`src/rtl/wb_arbiter_pkg.sv`:
```
// wb_arbiter_pkg
// Shared types and helpers for the writeback arbiter and the execution
// units around it.
//   exe_bundle_t : one unit result (opid[15] is the valid flag)
//   red_bundle_t : redirect bundle (opid of the redirecting op, topid = oldest op)
//   isYounger()  : younger-than-redirect test, parameterised by ID width
package wb_arbiter_pkg;

  localparam int OPID_W = 16;
  localparam int DEST_W = 6;
  localparam int DATA_W = 32;

  typedef struct packed {
    logic [OPID_W-1:0] opid;
    logic [DEST_W-1:0] dest;
    logic [DATA_W-1:0] data;
  } exe_bundle_t;

  typedef struct packed {
    logic [OPID_W-1:0] opid;
    logic [OPID_W-1:0] topid;
  } red_bundle_t;

  // Ages are measured from topid in a circular ID space of 2^idBits entries,
  // so the comparison is correct across ID wrap-around. An op is younger when
  // its age is past the redirecting op's age.
  function automatic logic isYounger(input logic [OPID_W-1:0] opid,
                                     input red_bundle_t       redir,
                                     input int                idBits);
    logic [OPID_W-1:0] mask;
    logic [OPID_W-1:0] age;
    logic [OPID_W-1:0] lim;
    mask = OPID_W'((32'd1 << idBits) - 32'd1);
    age  = (opid - redir.topid) & mask;
    lim  = (redir.opid - redir.topid + 16'd1) & mask;
    return redir.opid[OPID_W-1] && opid[OPID_W-1] && (age >= lim);
  endfunction

endpackage

```
`src/rtl/wb_arbiter_if.sv`:
```
// wb_arbiter_if
// Bus between the execution units and the writeback arbiter.
//   redir : redirect bundle               (units -> arbiter)
//   cand  : head result of each unit      (units -> arbiter)
//   claim : head taken this cycle         (arbiter -> units, combinational)
//   wb    : registered writeback bundles  (arbiter -> register file / ROB)
// Modports: master = unit side, slave = arbiter side.
interface wb_arbiter_if import wb_arbiter_pkg::*; #(
  parameter int NFU = 4,
  parameter int WPT = 2
);

  red_bundle_t                 redir;
  exe_bundle_t [NFU-1:0]       cand;
  logic        [NFU-1:0]       claim;
  exe_bundle_t [WPT-1:0]       wb;

  modport master (output redir, output cand, input claim, input wb);
  modport slave  (input redir, input cand, output claim, output wb);

endinterface

```
`src/rtl/wb_arbiter_rr_pick.sv`:
```
// wb_arbiter_rr_pick
// Combinational rotate-priority selector. Scans elig_i starting at start_i
// and wrapping modulo NFU, returning up to WPT one-hot grants in scan order.
//   elig_i  : eligibility vector
//   start_i : index where the scan begins
//   grant_o : grant_o[k] is the one-hot k-th pick (zero if none)
//   valid_o : valid_o[k] set when grant_o[k] holds a pick
module wb_arbiter_rr_pick #(
  parameter int NFU = 4,
  parameter int WPT = 2,
  parameter int PW  = 2
) (
  input  logic [NFU-1:0]          elig_i,
  input  logic [PW-1:0]           start_i,
  output logic [WPT-1:0][NFU-1:0] grant_o,
  output logic [WPT-1:0]          valid_o
);

  logic [2*NFU-1:0] eligShift;
  logic [NFU-1:0]   rotElig;

  // Rotate so that bit 0 is the start position; the scan then uses only
  // constant indices and the picks are rotated back afterwards.
  assign eligShift = {elig_i, elig_i} >> start_i;
  assign rotElig   = eligShift[NFU-1:0];

  always_comb begin
    logic [NFU-1:0]   taken;
    logic [NFU-1:0]   rotGrant;
    logic [2*NFU-1:0] spread;
    taken    = '0;
    rotGrant = '0;
    spread   = '0;
    grant_o  = '0;
    valid_o  = '0;
    for (int k = 0; k < WPT; k++) begin
      rotGrant = '0;
      for (int j = 0; j < NFU; j++) begin
        if (!valid_o[k] && rotElig[j] && !taken[j]) begin
          rotGrant[j] = 1'b1;
          taken[j]    = 1'b1;
          valid_o[k]  = 1'b1;
        end
      end
      spread     = {rotGrant, rotGrant} << start_i;
      grant_o[k] = spread[2*NFU-1:NFU];
    end
  end

endmodule

```
`src/rtl/wb_arbiter.sv`:
```
// wb_arbiter
// Picks up to WPT of NFU pending unit results per cycle, claims them, and
// registers them onto the writeback ports. Starved units (waiting >= STV
// cycles) go first in index order, then round-robin from ptr.
//   clk, rst : clock, synchronous active-high reset
//   bus      : wb_arbiter_if slave (redir, cand in; claim, wb out)
// Parameters: NFU units, WPT ports, OPSZ opid space (power of two),
// STV starvation threshold (2..15).
module wb_arbiter import wb_arbiter_pkg::*; #(
  parameter int NFU  = 4,
  parameter int WPT  = 2,
  parameter int OPSZ = 64,
  parameter int STV  = 8
) (
  input  logic         clk,
  input  logic         rst,
  wb_arbiter_if.slave  bus
);

  localparam int PW  = (NFU > 1) ? $clog2(NFU) : 1;
  localparam int IDW = $clog2(OPSZ);

  logic [NFU-1:0]          elig;
  logic [NFU-1:0]          starved;
  logic [NFU-1:0][3:0]     starveCnt_q, starveCnt_d;
  logic [PW-1:0]           ptr_q, ptr_d;
  exe_bundle_t [WPT-1:0]   wb_q, wb_d;

  logic [WPT-1:0][NFU-1:0] p1Grant, p2Grant, slotGrant;
  logic [WPT-1:0]          p1Valid, p2Valid;
  logic [NFU-1:0]          p1Mask, grantMask;

  // Eligibility and starvation status for each unit.
  always_comb begin
    elig    = '0;
    starved = '0;
    for (int i = 0; i < NFU; i++) begin
      elig[i]    = bus.cand[i].opid[OPID_W-1] && !isYounger(bus.cand[i].opid, bus.redir, IDW);
      starved[i] = starveCnt_q[i] >= 4'(STV);
    end
  end

  // Pass 1 scans starved units from index 0 so they go in lowest-index order.
  wb_arbiter_rr_pick #(.NFU(NFU), .WPT(WPT), .PW(PW)) pass1 (
    .elig_i  (elig & starved),
    .start_i ('0),
    .grant_o (p1Grant),
    .valid_o (p1Valid)
  );

  always_comb begin
    p1Mask = '0;
    for (int k = 0; k < WPT; k++) p1Mask |= p1Grant[k];
  end

  wb_arbiter_rr_pick #(.NFU(NFU), .WPT(WPT), .PW(PW)) pass2 (
    .elig_i  (elig & ~p1Mask),
    .start_i (ptr_q),
    .grant_o (p2Grant),
    .valid_o (p2Valid)
  );

  // Pass-1 picks fill the low slots; pass-2 picks follow until WPT slots are
  // used. The pointer moves past the last pass-2 pick that landed in a slot.
  always_comb begin
    int p1Count;
    p1Count   = 0;
    slotGrant = '0;
    ptr_d     = ptr_q;
    for (int k = 0; k < WPT; k++) begin
      if (p1Valid[k]) p1Count++;
    end
    for (int k = 0; k < WPT; k++) begin
      if (p1Valid[k]) begin
        slotGrant[k] = p1Grant[k];
      end else begin
        for (int j = 0; j < WPT; j++) begin
          if (p2Valid[j] && (j + p1Count == k)) slotGrant[k] = p2Grant[j];
        end
      end
    end
    for (int j = 0; j < WPT; j++) begin
      if (p2Valid[j] && (j + p1Count < WPT)) begin
        for (int i = 0; i < NFU; i++) begin
          if (p2Grant[j][i]) ptr_d = PW'((i + 1) % NFU);
        end
      end
    end
  end

  always_comb begin
    grantMask = '0;
    for (int k = 0; k < WPT; k++) grantMask |= slotGrant[k];
  end

  assign bus.claim = rst ? '0 : grantMask;

  // Starvation counters saturate at 15 so ungranted starved units stay starved.
  always_comb begin
    starveCnt_d = '0;
    for (int i = 0; i < NFU; i++) begin
      if (elig[i] && !grantMask[i]) begin
        starveCnt_d[i] = (starveCnt_q[i] == 4'hF) ? 4'hF : starveCnt_q[i] + 4'd1;
      end
    end
  end

  // Writeback mux; the redirect filter on load is a safety net for bundles
  // that became younger than the current redirect.
  always_comb begin
    wb_d = '0;
    for (int k = 0; k < WPT; k++) begin
      for (int i = 0; i < NFU; i++) begin
        if (slotGrant[k][i]) wb_d[k] = bus.cand[i];
      end
      if (isYounger(wb_d[k].opid, bus.redir, IDW)) wb_d[k].opid = '0;
    end
  end

  always_ff @(posedge clk) begin
    if (rst) begin
      starveCnt_q <= '0;
      ptr_q       <= '0;
      wb_q        <= '0;
    end else begin
      starveCnt_q <= starveCnt_d;
      ptr_q       <= ptr_d;
      wb_q        <= wb_d;
    end
  end

  assign bus.wb = wb_q;

endmodule
```
`src/flat_wrapper.sv`:
```
// flat-port wrapper written by rule: the top's interface ports become plain ports
module wb_arbiter_flat import wb_arbiter_pkg::*;
#(
  parameter int NFU  = 4,
  parameter int WPT  = 2,
  parameter int OPSZ = 64,
  parameter int STV  = 8
)
  (clk, rst, bus_redir, bus_cand, bus_claim, bus_wb);
  wb_arbiter_if #(.NFU(NFU), .WPT(WPT)) bus_i ();
  input  logic clk;
  input  logic rst;
  input wire logic [$bits(bus_i.redir)-1:0] bus_redir;
  input wire logic [$bits(bus_i.cand)-1:0] bus_cand;
  output wire logic [$bits(bus_i.claim)-1:0] bus_claim;
  output wire logic [$bits(bus_i.wb)-1:0] bus_wb;
  assign bus_i.redir = bus_redir;
  assign bus_i.cand = bus_cand;
  assign bus_claim = bus_i.claim;
  assign bus_wb = bus_i.wb;
  wb_arbiter #(.NFU(NFU), .WPT(WPT), .OPSZ(OPSZ), .STV(STV)) u_core (.clk(clk), .rst(rst), .bus(bus_i));
endmodule
```
`config.mk`:
```
export PLATFORM = sky130hd
export DESIGN_NAME = wb_arbiter_flat
export DESIGN_NICKNAME = d
export VERILOG_FILES = /design/src/rtl/wb_arbiter_pkg.sv /design/src/rtl/wb_arbiter_if.sv /design/src/rtl/wb_arbiter_rr_pick.sv /design/src/rtl/wb_arbiter.sv /design/src/flat_wrapper.sv
export SDC_FILE = /design/constraint.sdc
export NUM_CORES = 1
export LEC_CHECK = 0
export ABC_CLOCK_PERIOD_IN_PS = 9200
export BUFFER_PORTS_ARGS = -buffer_cell sky130_fd_sc_hd__buf_2
export CAP_MARGIN = 10
export CORE_ASPECT_RATIO = 0.6
export CORE_MARGIN = 2
export CORE_UTILIZATION = 49
export DETAILED_ROUTE_END_ITERATION = 8
export PLACE_DENSITY = 0.82
export SLEW_MARGIN = 20
export SYNTH_ARGS = -nofsm -noshare
export SYNTH_HDL_FRONTEND = slang
export SYNTH_SLANG_ARGS = --single-unit
```
`constraint.sdc`:
```
create_clock -name clk -period 9.2 [get_ports clk]
set_clock_uncertainty 0.1 [all_clocks]
set_input_delay 0.46 -clock clk [delete_from_list [all_inputs] [get_ports clk]]
set_output_delay 0.46 -clock clk [all_outputs]
set_load 0.02 [all_outputs]
```
==> impl_metrics.tcl <==
set metrics [dict create \
    intPower_uw 1720 \
    firstDrtPassIters 9 \
    ctsLongestPathBuffers 2 \
    p_leak_uw 0.00516 \
    syn_area_per_cell_um2 8.37 \
    slew_headroom 0.468 \
    crit_start "bus_redir[1]" \
    crit_type "primary input to flop" \
    violations "DRC" \
    synthArstFlopShare 0 \
    drc 28 \
    power_frac_comb 0.545 \
    diodes 0 \
    ys.flop_type "dfxtp_1" \
    crit_slowest_cell "o211ai_1" \
    switching_power_uw 1370 \
    placed_cell_area_mm2 0.0107 \
    io_pins 362 \
    initial_core_util 0.501 \
    die_y_um 107 \
    setup_viol 0 \
    fin_area_mm2 0.0113 \
    path_max_fanout 8 \
    drt-wirelength-per-cell_um 21.5 \
    grt_overflow 0 \
    drtIter0Drc 1873 \
    tritoncts "yes" \
    routed_wl_mm 34.5 \
    p_seq_frac 0.240 \
    cp.arrival_ps 8830 \
    grt_pass1_wl_mm 52.4 \
    antenna_found_initial 0 \
    ys_warn_count 0 \
    netlist_area_mm2 0.00861 \
    status "finished with violations" \
    drv_slew 0 \
    place_hpwl_mm 25.7 \
    clock-root-buffer "clkbuf_16" \
    grt_util_all_layers 0.355 \
    synth_edf_count 0 \
    cts_resized 0 \
    clock_sinks 126 \
    postRouteAntennaNets 0 \
    die-area_mm2 0.0187 \
    die_width_um 175 \
    hp-class "primary input to flop" \
    area_growth_pct 30.9 \
    fmax_mhz 116 \
    swShare 0.443 \
    grt_max_degree 57 \
    min_period_ps 8610 \
    crit_path_end "u_core.bus.wb[107]" \
    cts-htree-levels 4 \
    ys_ff_latch 126 \
    hold_depth 3 \
    r2r-end "u_core.bus.wb[107]" \
    rr_startpoint "u_core.starveCnt_q[7]" \
    grt_pass1_vias 9593 \
    drive_gt1_frac 0.322 \
    post_cts_buffers 0 \
    nets 1685 \
    drt-vias-per-instance 6.43 \
    r2r_setup_slack_ps 2640 \
    powerDensity_mw_per_mm2 274 \
    cp-start-kind "primary input" \
    yosysSeqAreaShare 0.293 \
    worst_setup_path_end_kind "flop" \
    rows 37 \
    cpMostUsedCell "ha_1" \
    vias 10316 \
    coreArea_mm2 0.0172 \
    rsz0062_at_grt "false" \
    insertion_delay_ps 420 \
    worst_pin_slew_ps 797 \
    setup_tns_ps 0 \
    syn-num-nets 1354 \
    drv_cap 0 \
    finalHoldViolations 0 \
    ys_types 81 \
    clk_pin_slew_ps 60 \
    syn_inst 1028 \
    numCtsBuffers 17 \
    required_ps 9410 \
    gp_congestion 0.961 \
    pwr-share-clk 0.214 \
    fin_crit_sh 0.936 \
    cpPeakStageDelay_ps 610 \
    r2r_cells 24 \
    portBuffers 342 \
    ir_worst_vdd_v 0.000158 \
    cts_hold_buf 0 \
]
kinds of logic after synthesis:
kind of cell / count (synthesis) / share of synthesized area
DFF: 126 / 0.293
xor gates and xnor gates: 37 / 0.0377
adders and majority gates: 83 / 0.125
AOI/OAI and AO/OA: 384 / 0.344
buffers and inverters: 128 / 0.0592
muxes: 3 / 0.00349
and+or+nand+nor: 267 / 0.138
cell usage in the layout (no fill, tap or decap), types with 9 or more instances in the layout:
| cell type | instances |
|---|---|
| o21ai_0 | 19 |
| a21o_1 | 13 |
| dfxtp_1 | 126 |
| clkbuf_16 | 17 |
| nor3_1 | 18 |
| a21oi_1 | 124 |
| xor2_1 | 18 |
| nand2_1 | 135 |
| xnor2_1 | 19 |
| o211ai_1 | 11 |
| a222oi_1 | 99 |
| inv_1 | 55 |
| buf_4 | 42 |
| nor2b_1 | 9 |
| buf_2 | 341 |
| a211oi_1 | 15 |
| nand3_1 | 21 |
| and2_1 | 9 |
| nor2_1 | 45 |
| ha_1 | 69 |
flip-flops by register name (all words and copies together), names as in the netlist:
signal	flops
u_core.bus.wb	108
u_core.starveCnt_q	16
u_core.ptr_q	2
worst max-delay path, delay by kind of cell:
family,cells,cell delay (ps)
AND/OR/NAND/NOR,4,490
multiplexers,1,160
buffers and inverters,6,820
XOR/XNOR,2,320
adder cells (fa/ha/maj),8,2550
AO/OA/AOI/OAI,15,4010
area by class of cell:
cell class,instances,area (µm²)
clock buffer,17,425
clock inverter,14,144
timing repair buffer,384,2040
sequential,126,2520
fill,1479,5910
tap,234,293
multi-input combinational,774,5630
inverter,56,210
cells in the mapped netlist, drive strengths merged, types with 4 or more instances:
| master | n | share of area |
|---|---|---|
| buf | 22 | 0.013 |
| a31oi | 7 | 0.0051 |
| a2111oi | 6 | 0.012 |
| a221oi | 6 | 0.0068 |
| a22oi | 6 | 0.0058 |
| nand3 | 21 | 0.012 |
| nor2b | 9 | 0.0065 |
| and2 | 10 | 0.0073 |
| a211o | 4 | 0.0041 |
| or2 | 5 | 0.0036 |
| o2111ai | 5 | 0.0065 |
| o311ai | 4 | 0.0058 |
| nor3 | 18 | 0.010 |
| fa | 7 | 0.016 |
| o32ai | 4 | 0.0041 |
| o21ai | 24 | 0.015 |
| inv | 55 | 0.024 |
| o211a | 5 | 0.0067 |
| nand2 | 135 | 0.059 |
| a21oi | 125 | 0.073 |
| a222oi | 99 | 0.12 |
| clkbuf | 50 | 0.022 |
| a21o | 14 | 0.012 |
| xor2 | 18 | 0.018 |
| o21a | 8 | 0.0070 |
| a21boi | 9 | 0.0078 |
| or3 | 4 | 0.0029 |
| dfxtp | 126 | 0.29 |
| o31a | 4 | 0.0041 |
| o211ai | 11 | 0.0096 |
| nand2b | 4 | 0.0029 |
| a211oi | 16 | 0.015 |
| nor3b | 4 | 0.0035 |
| nor2 | 46 | 0.020 |
| maj3 | 7 | 0.0084 |
| ha | 69 | 0.10 |
| xnor2 | 19 | 0.019 |
stage by stage:
| step | setup slack, ps | power [µW] | hold WS (ps) | cells | util |
|---|---|---|---|---|---|
| 3_3_place_gp | 699 | 2350 | 374 | 1574 | 0.623 |
| 5_1_grt | 221 | 3250 | 186 | 1605 | 0.656 |
| 2_1_floorplan | 1080 | 1820 | 350 | 1028 | - |
| 4_1_cts | 818 | 3050 | 180 | 1605 | 0.656 |
| 6_report | 587 | 3090 | 193 | 1605 | 0.656 |
| 3_5_place_dp | 403 | 2390 | 383 | 1574 | 0.623 |
power by group through the flow:
stage | combinational, µW | clock [µW] | sequential [µW]
after floorplan | 920 | 0 | 905
after global placement | 1600 | 0 | 745
after detailed placement | 1640 | 0 | 750
after CTS | 1640 | 669 | 740
after global routing | 1800 | 696 | 754
final | 1680 | 662 | 741
metal layers:
| metal | GRT usage | share of wire |
|---|---|---|
| met1 | 0.485 | 0.40 |
| met2 | 0.551 | 0.45 |
| met3 | 0.0759 | 0.13 |
| met4 | 0.131 | 0.027 |
| met5 | 0 | 0 |
worst min path at each step:
stage	from	end	slack, ps
final	bus_cand[140]	u_core.bus.wb[86]	190
after global routing	bus_cand[110]	u_core.bus.wb[56]	190
after CTS	bus_cand[110]	u_core.bus.wb[56]	180
after detailed placement	u_core.starveCnt_q[12]	u_core.starveCnt_q[12]	380
after global placement	u_core.starveCnt_q[12]	u_core.starveCnt_q[12]	370
after floorplan	u_core.starveCnt_q[12]	u_core.starveCnt_q[12]	350
(Power assumes the default switching activity.)
